--- config.mk ---
export PLATFORM = sky130hd
export DESIGN_NAME = multicycle_controller_flat
export DESIGN_NICKNAME = d
export VERILOG_FILES = /design/src/rtl/multicycle_controller_pkg.sv /design/src/rtl/multicycle_controller_if.sv /design/src/rtl/multicycle_controller_alu_decoder.sv /design/src/rtl/multicycle_controller.sv /design/src/flat_wrapper.sv
export SDC_FILE = /design/constraint.sdc
export NUM_CORES = 1
export LEC_CHECK = 0
export BUFFER_PORTS_ARGS = -buffer_cell sky130_fd_sc_hd__buf_2
export CORE_ASPECT_RATIO = 0.7
export CORE_MARGIN = 2
export CORE_UTILIZATION = 43
export CTS_BUF_LIST = sky130_fd_sc_hd__clkbuf_8
export CTS_CLUSTER_SIZE = 24
export DETAILED_ROUTE_END_ITERATION = 8
export HOLD_SLACK_MARGIN = 0.15
export PLACE_DENSITY = 0.88
export SYNTH_ARGS = -nofsm -noshare
export SYNTH_HDL_FRONTEND = slang
export SYNTH_SLANG_ARGS = --single-unit
--- constraint.sdc ---
create_clock -name clk -period 2.7 [get_ports clk]
set_input_delay 0.27 -clock clk [delete_from_list [all_inputs] [get_ports clk]]
set_output_delay 0.27 -clock clk [all_outputs]
set_load 0.02 [all_outputs]
--- src/rtl/multicycle_controller_pkg.sv ---
// -----------------------------------------------------------------------------
// rv_ctrl_pkg
// Shared encodings for the multicycle RV32I control path: FSM state enum,
// opcode constants, ALUOp and ALUControl codes, and datapath mux selects.
// No ports; imported by the controller, its ALU decoder and the bench.
// -----------------------------------------------------------------------------
package rv_ctrl_pkg;

    typedef enum logic [3:0] {
        S_FETCH,
        S_DECODE,
        S_MEMADR,
        S_MEMREAD,
        S_MEMWB,
        S_MEMWRITE,
        S_EXECUTER,
        S_EXECUTEI,
        S_ALUWB,
        S_BEQ,
        S_JAL
    } state_t;

    // Opcodes (instruction bits [6:0])
    localparam logic [6:0] OP_LOAD   = 7'b0000011;
    localparam logic [6:0] OP_STORE  = 7'b0100011;
    localparam logic [6:0] OP_RTYPE  = 7'b0110011;
    localparam logic [6:0] OP_ITYPE  = 7'b0010011;
    localparam logic [6:0] OP_BRANCH = 7'b1100011;
    localparam logic [6:0] OP_JAL    = 7'b1101111;

    // ALUOp: what the FSM asks of the ALU decoder
    typedef enum logic [1:0] {
        ALUOP_ADD   = 2'b00,
        ALUOP_SUB   = 2'b01,
        ALUOP_FUNCT = 2'b10
    } aluop_t;

    // ALUControl: what the ALU itself sees
    localparam logic [2:0] ALU_ADD = 3'b000;
    localparam logic [2:0] ALU_SUB = 3'b001;
    localparam logic [2:0] ALU_AND = 3'b010;
    localparam logic [2:0] ALU_OR  = 3'b011;
    localparam logic [2:0] ALU_SLT = 3'b101;

    // Memory address select
    localparam logic       ADR_PC     = 1'b0;
    localparam logic       ADR_ALUOUT = 1'b1;

    // Result select
    localparam logic [1:0] RES_ALUOUT    = 2'b00;
    localparam logic [1:0] RES_DATA      = 2'b01;
    localparam logic [1:0] RES_ALURESULT = 2'b10;

    // ALU operand selects
    localparam logic [1:0] SRCA_PC    = 2'b00;
    localparam logic [1:0] SRCA_OLDPC = 2'b01;
    localparam logic [1:0] SRCA_RS1   = 2'b10;
    localparam logic [1:0] SRCB_RS2   = 2'b00;
    localparam logic [1:0] SRCB_IMM   = 2'b01;
    localparam logic [1:0] SRCB_FOUR  = 2'b10;

    // Immediate formats
    localparam logic [1:0] IMM_I = 2'b00;
    localparam logic [1:0] IMM_S = 2'b01;
    localparam logic [1:0] IMM_B = 2'b10;
    localparam logic [1:0] IMM_J = 2'b11;

    // Immediate format implied by an opcode; R-type and unknown opcodes
    // fall back to the I format (the immediate is unused for them).
    function automatic logic [1:0] imm_src_of(input logic [6:0] op);
        case (op)
            OP_STORE:  return IMM_S;
            OP_BRANCH: return IMM_B;
            OP_JAL:    return IMM_J;
            default:   return IMM_I;
        endcase
    endfunction

endpackage

--- src/rtl/multicycle_controller_if.sv ---
// -----------------------------------------------------------------------------
// multicycle_controller_if
// Bundle between the multicycle controller and its datapath.
//   master : controller side (drives control strobes and counters,
//            receives instruction fields, Zero and mem_ready)
//   slave  : datapath side (the mirror image)
// -----------------------------------------------------------------------------
interface multicycle_controller_if;
    // Datapath -> controller
    logic [6:0]  op;
    logic [2:0]  funct3;
    logic        funct7b5;
    logic        Zero;
    logic        mem_ready;
    // Controller -> datapath
    logic        PCWrite;
    logic        AdrSrc;
    logic        MemWrite;
    logic        IRWrite;
    logic        RegWrite;
    logic [1:0]  ResultSrc;
    logic [1:0]  ALUSrcA;
    logic [1:0]  ALUSrcB;
    logic [1:0]  ImmSrc;
    logic [2:0]  ALUControl;
    logic        illegal;
    logic [31:0] cycle_count;
    logic [31:0] instr_count;

    modport master (
        input  op, funct3, funct7b5, Zero, mem_ready,
        output PCWrite, AdrSrc, MemWrite, IRWrite, RegWrite,
               ResultSrc, ALUSrcA, ALUSrcB, ImmSrc, ALUControl,
               illegal, cycle_count, instr_count
    );

    modport slave (
        output op, funct3, funct7b5, Zero, mem_ready,
        input  PCWrite, AdrSrc, MemWrite, IRWrite, RegWrite,
               ResultSrc, ALUSrcA, ALUSrcB, ImmSrc, ALUControl,
               illegal, cycle_count, instr_count
    );
endinterface

--- src/rtl/multicycle_controller_alu_decoder.sv ---
// -----------------------------------------------------------------------------
// alu_decoder
// Purely combinational: turns the FSM's ALUOp plus instruction fields into
// the ALU operation code.
//   i_alu_op       : add / sub / decode-from-funct request
//   i_funct3       : instruction bits [14:12]
//   i_op5          : opcode bit 5 (1 = register-register form)
//   i_funct7b5     : instruction bit 30
//   o_alu_control  : ALU operation
// -----------------------------------------------------------------------------
module alu_decoder
    import rv_ctrl_pkg::*;
(
    input  aluop_t     i_alu_op,
    input  logic [2:0] i_funct3,
    input  logic       i_op5,
    input  logic       i_funct7b5,
    output logic [2:0] o_alu_control
);

    always_comb begin
        o_alu_control = ALU_ADD;
        case (i_alu_op)
            ALUOP_ADD: o_alu_control = ALU_ADD;
            ALUOP_SUB: o_alu_control = ALU_SUB;
            ALUOP_FUNCT: begin
                case (i_funct3)
                    // bit 30 only means subtract for the R-type form; for
                    // addi it is just part of the immediate.
                    3'b000:  o_alu_control = ({i_op5, i_funct7b5} == 2'b11) ? ALU_SUB : ALU_ADD;
                    3'b010:  o_alu_control = ALU_SLT;
                    3'b110:  o_alu_control = ALU_OR;
                    3'b111:  o_alu_control = ALU_AND;
                    default: o_alu_control = ALU_ADD;
                endcase
            end
            default: o_alu_control = ALU_ADD;
        endcase
    end

endmodule

--- src/rtl/multicycle_controller.sv ---
// -----------------------------------------------------------------------------
// multicycle_controller
// Main control FSM of the multicycle RV32I core. Steps the shared datapath
// through Fetch/Decode/Execute/Memory/Writeback, one state per cycle, and
// stalls in FETCH, MEMREAD and MEMWRITE until mem_ready.
//   clk   : core clock, rising edge
//   reset : asynchronous, active-low
//   bus   : multicycle_controller_if.master (instruction fields, Zero,
//           mem_ready in; control strobes, illegal, perf counters out)
// Optional build macro: MC_CTRL_PERF_EN enables cycle_count/instr_count;
// without it both ports read 0 and no counter flops exist.
// -----------------------------------------------------------------------------
module multicycle_controller
    import rv_ctrl_pkg::*;
(
    input  logic                          clk,
    input  logic                          reset,
    multicycle_controller_if.master       bus
);

    state_t     r_state;
    state_t     w_next_state;

    logic       w_pc_write;
    logic       w_adr_src;
    logic       w_mem_write;
    logic       w_ir_write;
    logic       w_reg_write;
    logic [1:0] w_result_src;
    logic [1:0] w_alu_src_a;
    logic [1:0] w_alu_src_b;
    logic [1:0] w_imm_src;
    aluop_t     w_alu_op;
    logic       w_illegal;
    logic [2:0] w_alu_control;

    // State register
    always_ff @(posedge clk or negedge reset) begin
        if (!reset) begin
            r_state <= S_FETCH;
        end else begin
            r_state <= w_next_state;
        end
    end

    // Next state and Moore-style decodes (plus the mem_ready / Zero gates)
    always_comb begin
        w_next_state = r_state;
        w_pc_write   = 1'b0;
        w_adr_src    = ADR_PC;
        w_mem_write  = 1'b0;
        w_ir_write   = 1'b0;
        w_reg_write  = 1'b0;
        w_result_src = RES_ALUOUT;
        w_alu_src_a  = SRCA_PC;
        w_alu_src_b  = SRCB_RS2;
        w_imm_src    = IMM_I;
        w_alu_op     = ALUOP_ADD;
        w_illegal    = 1'b0;

        case (r_state)
            S_FETCH: begin
                // PC + 4 goes straight from the ALU into the PC register.
                w_alu_src_b  = SRCB_FOUR;
                w_result_src = RES_ALURESULT;
                if (bus.mem_ready) begin
                    w_ir_write   = 1'b1;
                    w_pc_write   = 1'b1;
                    w_next_state = S_DECODE;
                end
            end
            S_DECODE: begin
                // OldPC + imm: branch target parked in ALUOut for BEQ.
                w_alu_src_a = SRCA_OLDPC;
                w_alu_src_b = SRCB_IMM;
                w_imm_src   = imm_src_of(bus.op);
                case (bus.op)
                    OP_LOAD,
                    OP_STORE:  w_next_state = S_MEMADR;
                    OP_RTYPE:  w_next_state = S_EXECUTER;
                    OP_ITYPE:  w_next_state = S_EXECUTEI;
                    OP_BRANCH: w_next_state = S_BEQ;
                    OP_JAL:    w_next_state = S_JAL;
                    default: begin
                        w_next_state = S_FETCH;
                        w_illegal    = 1'b1;
                    end
                endcase
            end
            S_MEMADR: begin
                w_alu_src_a  = SRCA_RS1;
                w_alu_src_b  = SRCB_IMM;
                w_next_state = (bus.op == OP_STORE) ? S_MEMWRITE : S_MEMREAD;
            end
            S_MEMREAD: begin
                w_adr_src = ADR_ALUOUT;
                if (bus.mem_ready) begin
                    w_next_state = S_MEMWB;
                end
            end
            S_MEMWB: begin
                w_result_src = RES_DATA;
                w_reg_write  = 1'b1;
                w_next_state = S_FETCH;
            end
            S_MEMWRITE: begin
                // Strobe stays up for the whole access, not just the last cycle.
                w_adr_src   = ADR_ALUOUT;
                w_mem_write = 1'b1;
                if (bus.mem_ready) begin
                    w_next_state = S_FETCH;
                end
            end
            S_EXECUTER: begin
                w_alu_src_a  = SRCA_RS1;
                w_alu_src_b  = SRCB_RS2;
                w_alu_op     = ALUOP_FUNCT;
                w_next_state = S_ALUWB;
            end
            S_EXECUTEI: begin
                w_alu_src_a  = SRCA_RS1;
                w_alu_src_b  = SRCB_IMM;
                w_alu_op     = ALUOP_FUNCT;
                w_next_state = S_ALUWB;
            end
            S_ALUWB: begin
                w_result_src = RES_ALUOUT;
                w_reg_write  = 1'b1;
                w_next_state = S_FETCH;
            end
            S_BEQ: begin
                // rs1 - rs2 sets Zero; ALUOut still holds the target from DECODE.
                w_alu_src_a  = SRCA_RS1;
                w_alu_src_b  = SRCB_RS2;
                w_alu_op     = ALUOP_SUB;
                w_result_src = RES_ALUOUT;
                w_pc_write   = bus.Zero;
                w_next_state = S_FETCH;
            end
            S_JAL: begin
                // PC <- target (ALUOut) while the ALU forms OldPC + 4 for rd.
                w_alu_src_a  = SRCA_OLDPC;
                w_alu_src_b  = SRCB_FOUR;
                w_result_src = RES_ALUOUT;
                w_pc_write   = 1'b1;
                w_next_state = S_ALUWB;
            end
            default: begin
                w_next_state = S_FETCH;
            end
        endcase
    end

    alu_decoder u_alu_decoder (
        .i_alu_op      (w_alu_op),
        .i_funct3      (bus.funct3),
        .i_op5         (bus.op[5]),
        .i_funct7b5    (bus.funct7b5),
        .o_alu_control (w_alu_control)
    );

    // The state register already sits in FETCH while reset is low, but FETCH
    // itself can raise IRWrite/PCWrite on mem_ready, so every write enable is
    // additionally qualified by reset.
    assign bus.PCWrite    = w_pc_write  & reset;
    assign bus.IRWrite    = w_ir_write  & reset;
    assign bus.MemWrite   = w_mem_write & reset;
    assign bus.RegWrite   = w_reg_write & reset;
    assign bus.AdrSrc     = w_adr_src;
    assign bus.ResultSrc  = w_result_src;
    assign bus.ALUSrcA    = w_alu_src_a;
    assign bus.ALUSrcB    = w_alu_src_b;
    assign bus.ImmSrc     = w_imm_src;
    assign bus.ALUControl = w_alu_control;
    assign bus.illegal    = w_illegal;

`ifdef MC_CTRL_PERF_EN
    logic [31:0] r_cycle_count;
    logic [31:0] r_instr_count;
    logic        w_instr_done;

    // An instruction retires whenever the FSM re-enters FETCH from another
    // state; this includes the illegal-opcode exit from DECODE.
    assign w_instr_done = (r_state != S_FETCH) && (w_next_state == S_FETCH);

    always_ff @(posedge clk or negedge reset) begin
        if (!reset) begin
            r_cycle_count <= 32'd0;
            r_instr_count <= 32'd0;
        end else begin
            r_cycle_count <= r_cycle_count + 32'd1;
            if (w_instr_done) begin
                r_instr_count <= r_instr_count + 32'd1;
            end
        end
    end

    assign bus.cycle_count = r_cycle_count;
    assign bus.instr_count = r_instr_count;
`else
    assign bus.cycle_count = 32'd0;
    assign bus.instr_count = 32'd0;
`endif

endmodule

--- src/flat_wrapper.sv ---
// flat-port wrapper written by rule: the top's interface ports become plain ports
module multicycle_controller_flat import rv_ctrl_pkg::*;
  (clk, reset, bus_op, bus_funct3, bus_funct7b5, bus_Zero, bus_mem_ready, bus_PCWrite, bus_AdrSrc, bus_MemWrite, bus_IRWrite, bus_RegWrite, bus_ResultSrc, bus_ALUSrcA, bus_ALUSrcB, bus_ImmSrc, bus_ALUControl, bus_illegal, bus_cycle_count, bus_instr_count);
  multicycle_controller_if bus_i ();
  input  logic clk;
  input  logic reset;
  input wire logic [$bits(bus_i.op)-1:0] bus_op;
  input wire logic [$bits(bus_i.funct3)-1:0] bus_funct3;
  input wire logic [$bits(bus_i.funct7b5)-1:0] bus_funct7b5;
  input wire logic [$bits(bus_i.Zero)-1:0] bus_Zero;
  input wire logic [$bits(bus_i.mem_ready)-1:0] bus_mem_ready;
  output wire logic [$bits(bus_i.PCWrite)-1:0] bus_PCWrite;
  output wire logic [$bits(bus_i.AdrSrc)-1:0] bus_AdrSrc;
  output wire logic [$bits(bus_i.MemWrite)-1:0] bus_MemWrite;
  output wire logic [$bits(bus_i.IRWrite)-1:0] bus_IRWrite;
  output wire logic [$bits(bus_i.RegWrite)-1:0] bus_RegWrite;
  output wire logic [$bits(bus_i.ResultSrc)-1:0] bus_ResultSrc;
  output wire logic [$bits(bus_i.ALUSrcA)-1:0] bus_ALUSrcA;
  output wire logic [$bits(bus_i.ALUSrcB)-1:0] bus_ALUSrcB;
  output wire logic [$bits(bus_i.ImmSrc)-1:0] bus_ImmSrc;
  output wire logic [$bits(bus_i.ALUControl)-1:0] bus_ALUControl;
  output wire logic [$bits(bus_i.illegal)-1:0] bus_illegal;
  output wire logic [$bits(bus_i.cycle_count)-1:0] bus_cycle_count;
  output wire logic [$bits(bus_i.instr_count)-1:0] bus_instr_count;
  assign bus_i.op = bus_op;
  assign bus_i.funct3 = bus_funct3;
  assign bus_i.funct7b5 = bus_funct7b5;
  assign bus_i.Zero = bus_Zero;
  assign bus_i.mem_ready = bus_mem_ready;
  assign bus_PCWrite = bus_i.PCWrite;
  assign bus_AdrSrc = bus_i.AdrSrc;
  assign bus_MemWrite = bus_i.MemWrite;
  assign bus_IRWrite = bus_i.IRWrite;
  assign bus_RegWrite = bus_i.RegWrite;
  assign bus_ResultSrc = bus_i.ResultSrc;
  assign bus_ALUSrcA = bus_i.ALUSrcA;
  assign bus_ALUSrcB = bus_i.ALUSrcB;
  assign bus_ImmSrc = bus_i.ImmSrc;
  assign bus_ALUControl = bus_i.ALUControl;
  assign bus_illegal = bus_i.illegal;
  assign bus_cycle_count = bus_i.cycle_count;
  assign bus_instr_count = bus_i.instr_count;
  multicycle_controller u_core (.clk(clk), .reset(reset), .bus(bus_i));
endmodule
* Word-level counts from Yosys, hierarchy flattened
Index checks and enable logic that the tools add are counted.
** Cells by class
- Eq/ne operators :: 25
- Multiplexer cells :: 23
- Bitwise operators :: 4
- Reduce and logical (&&, ||, !) cells :: 13
** Operators with widths (count)
- $pmux W4 S6 :: 1
- $pmux W4 S5 :: 1
- $eq A4 B3 Y1 const B :: 4
- $pmux W2 S2 :: 4
- $eq A7 B6 Y1 const B :: 2
- $eq A7 B7 Y1 const B :: 2
- $eq A4 B4 Y1 const B :: 3
- $mux W4 :: 3
- $pmux W3 S4 :: 1
- $reduce_or A2 Y1 :: 6
- $eq A4 B2 Y1 const B :: 2
- $mux W1 :: 8
- $eq A7 B2 Y1 const B :: 1
- $eq A7 B5 Y1 const B :: 1
- $eq A3 B3 Y1 const B :: 2
- $ne A2 B2 Y1 const B :: 3
- $pmux W2 S3 :: 1
- $pmux W3 S2 :: 1
- $reduce_or A3 Y1 :: 2
- $reduce_or A6 Y1 :: 1
- $and A1 B1 Y1 :: 4
- $eq A2 B2 Y1 const B :: 2
- $eq A4 B1 Y1 const B :: 1
- $logic_not A4 Y1 :: 1
- other kinds (8) :: 8
** Word-level totals
- Bits in registers :: 4
- Input bits :: 15
- Output and inout bits :: 81
- Word-level logic and storage cells :: 66

* Depth between registers and ports, before layout
- Word-level depth :: 5
- Gate-level depth with buffers :: 9
- Mapped depth without buffers :: 8

* Cells and area by module
A second synthesis with hierarchy kept.
** Unflattened totals
- Cell total of the unflattened synthesis :: 161
- Area total of the unflattened synthesis :: 1171.1 um^2
** By module, submodules not included
- multicycle_controller :: times used 1, cells an instance 150, area each 1074.8 um^2, sequential area each 100.1 um^2
- alu_decoder :: times used 1, cells an instance 11, area each 96.3 um^2, sequential area each 0.0 um^2

* Worst setup path after synthesis
OpenSTA, ideal clock, no wires.
- Path kind :: reg-to-output
- Start point :: reg u_core.r_state[2]
- End point :: out bus_ALUControl[2]
- Arrival :: 1.859 ns
- Required time :: 2.430 ns
- Path slack :: 0.571 ns
- Stages on the path, launching flop included :: 6
- Buffers on the path :: 1
- Path through :: dfrtp_1 clkbuf_1 nor2b_1 nand2_1 ha_1 nor4_1
** On the way
- Longest elaborated chain between the ends :: 5
- Elaborated cells between the ends (all ways) :: 8
- Those cells by class :: 5 x eq/ne; 2 x mux; 1 x reduce/logical
** RTL lines
- from (decl) :: RTL line multicycle_controller.sv:21 : state_t r_state;
- from (signal assigned) :: RTL line multicycle_controller.sv:42 : r_state <= w_next_state;
- $eq A4 B3 Y1 :: RTL line multicycle_controller.sv:61 : case (r_state)
- $reduce_or A2 Y1 (no line)
- $pmux W2 S2 * :: RTL line multicycle_controller.sv:61
- $eq A2 B2 Y1 / $eq A2 B1 Y1 (equally long branches) :: RTL line multicycle_controller_alu_decoder.sv:23 : case (i_alu_op)
- $pmux W3 S2 * :: RTL line multicycle_controller_alu_decoder.sv:23
- to (decl) :: RTL line flat_wrapper.sv:21 : output wire logic [$bits(bus_i.ALUControl)-1:0] bus_ALUControl;
Every way passes the cells marked *; elsewhere a longest branch is shown, timed or not.

* Worst setup path after layout
- Start point :: reg u_core.r_state[0]
- End point :: out bus_ALUControl[0]
Same word-level chain as after synthesis.

==> metrics.txt <==
status complete, no violations; share of layout cells above drive strength 1 0.2042; final core occ 0.4455; Clock Latency Late Sink 0.21 ns; number of enable flip-flop cells after synthesis 0; Rel. slew slack 0.6053; Seq/Total Area, Yosys 0.08830; DP Worst Slack 0.6330 ns; maximum root-to-sink buffer count 2; Top cell by count, worst path nor3_1; hpwl dp 1.733 mm; num rows 15; maximum number of pins on one net before global-route repair 19; Slowest cell on crit path dfrtp_1; Post-Syn Area per Cell 7.041 um^2; Largest register FFs 4; VDD IR max 0.0001472 V; Ys Warns 0; Setup CP Type reg2out; sequential cell area approximately 100 um^2; Initial Util 0.4576; via count about 940; placeable core region 0.002477 mm^2; Pwr Density between 300 and 400 mW/mm^2; min cycle time layout 2.300 ns; placed inst area 0.001052 mm^2; final std cells w/o fill ~230; CTS root buffer clkbuf_8; vias in the first global route 721; Buf+Inv Stages, Crit Path 1; cts bufs inserted 3; synth top area cells buf_4 42%, dfrtp_1 8.8%, nor2_1 4.6%; H-tree levels 1; Remaining Overflow, GRT 0; Clock Skew just under 0.001 ns; fin crit share 0.8517; Synth top area share 0.4238; CTS resizes 0; crit-path leading delay family simple AND/OR/NAND/NOR gates; worst path cell trace nor2b_1 -> nand2_1 -> ha_1 -> nand3_1 -> nor3_1 -> nor3_1 -> nor2_1 -> buf_2; switching power 169.6 uW; CP endpoint kind output pin; Int Pwr 195.7 uW; vias per cell 4.191; Layout Nets 210; CP startpoint kind flop; 1st-iter DRT viols 30; Sequential Power Share 0.197; top_reg_cell synth dfrtp_1; Clk pwr share 0.330; Clock transition at path regs 0.03 ns; cell area after synthesis 0.001134 mm^2; CP required 2.43 ns; die area about 0.0031 mm^2; Final Max Slew Viols 0; CTS tree done; DR pass1 iterations 4; critical path peak fanout 17; I/O pin count 96; postcts setup bufs 0; Die Ht 46.96 um; CTS Sinks 4; first-pass GRT wire length between 3 and 4 mm; initial antenna violation count 0; Routability Congestion 0.8644; CTS Hold Bufs 1; Die X about 65 um; Final Setup Violations 0; final WL 2.042 mm; Worst Tran Pin Value 0.5771 ns; Largest regs u_core.r_state (4); final antenna-violating net count 0; CP max stage delay just under 0.6 ns; largest reg by FF count u_core.r_state; # diodes 0; Synth area leader buf_4; Achievable Freq 0.4349 GHz; Combinational Power Share 0.473; critical path arrival slightly above 2 ns; Residual DRC 0; wire per inst 9.076 um; Seq cells post-synth 4; ys async rst share 1.000; setup TNS 0 ns; FILL cells around 270; Total GRT Usage 0.1323; area of the multi-input gates 747.0 um^2; final hold vios 0; placed cell count 221; Area Overhead vs Synth -2.649%; worst min-delay path class in2reg; # Max-Cap Violations 0; Post-Synthesis Cells 161; port buffer count 31; RSZ-0062 raised after global routing false; sw frac 0.4642; fin area 0.001104 mm^2; count of different cell masters after synthesis 35; P_leak 0.0006255 uW; final worst slack 0.4004 ns
[worst register-to-register path: stages, from the launching register on]
cell and delay [ns]:
dfrtp_1 0.49, or2_2 0.40, a2111oi_0 0.57, o211ai_1 0.18, nand2_1 0.12
[layout make-up]
cell class | count | area share
Tap cell | 34 | 0.03855
Multi-Input combinational cell | 150 | 0.6769
Sequential cell | 4 | 0.09070
Inverter | 2 | 0.006803
Clock buffer | 3 | 0.03741
Timing Repair Buffer | 32 | 0.1497
[logic make-up (layout without fill, tap and decap cells)]
family	Yosys count	after routing	synth area share
buffers and inverters	70	37	0.4614
AND/OR/NAND/NOR	60	60	0.2826
AO/OA/AOI/OAI	21	21	0.1159
flip-flops	4	4	0.08830
adder cells (fa/ha/maj)	2	2	0.02207
multiplexers	2	2	0.01876
other	1	64	0.003308
XOR/XNOR	1	1	0.007728
[synth_stat cells (all sizes together), types with 2 or more instances]
cell type  number
a21oi           8
and3            5
buf            64
clkbuf          4
dfrtp           4
ha              2
inv             2
nand2          10
nand2b          6
nand3           2
nor2           14
nor2b           7
nor3            8
o21ai           5
o22ai           2
[final timing paths]
path	slack [ns]	end	depth (start not counted)	from
worst min register to register	0.65	u_core.r_state[0]$_DFFE_PN0P_	1	u_core.r_state[3]$_DFFE_PN0P_
worst max-delay path	0.40	bus_ALUControl[0]	8	u_core.r_state[0]$_DFFE_PN0P_
min in group asynchronous	0.43	u_core.r_state[0]$_DFFE_PN0P_	2	reset
worst max register to register	0.87	u_core.r_state[2]$_DFFE_PN0P_	4	u_core.r_state[3]$_DFFE_PN0P_
max in group asynchronous	2.13	u_core.r_state[2]$_DFFE_PN0P_	2	reset
worst min-delay path	0.42	u_core.r_state[3]$_DFFE_PN0P_	3	bus_op[6]
[per-layer routing]
metal	global-route usage	vias to the layer above	part of all wire
met3	0.03357	4	0.075
met1	0.1830	421	0.43
met4	0.03750	0	0.013
li1	-	477	-
met2	0.2082	41	0.48
met5	0	-	0
[per-stage QoR]
stage,power (uW),hold slack [ns]
after floorplan,280.1,-0.02559
after global placement,239.6,0.1004
after detailed placement,241.9,0.1003
after CTS,366.1,0.4172
after global routing,390.8,0.4396
final,365.3,0.4206
[cell usage in the layout (no fill, tap or decap)]
cell	instances
conb_1	64
buf_2	31
nor2_1	14
nand2_1	10
nor3_1	8
a21oi_1	8
nor2b_1	7
nand2b_1	6
o21ai_0	5
and3_1	4
dfrtp_1	4
clkbuf_8	3
inv_1	2
nand3_1	2
o22ai_1	2
ha_1	2
or2_2	1
and3_2	1
nor4_1	1
xnor2_1	1
nor3b_1	1
or3_4	1
and2_1	1
mux2_2	1
mux2i_1	1
a22o_2	1
nand4bb_1	1
nand3b_1	1
a2111oi_0	1
a221oi_1	1
o211ai_1	1
or4b_1	1
a41oi_1	1
a311o_1	1
dlygate4sd3_1	1
[power by group through the flow]
stage	logic (uW)	clock network, uW	registers, uW
after floorplan	213	0	66.8
after global placement	168	0	71.8
after detailed placement	170	0	72.2
after CTS	171	123	71.7
after global routing	189	128	73.5
final	173	121	71.9
Power figures use the tool's default switching activity.
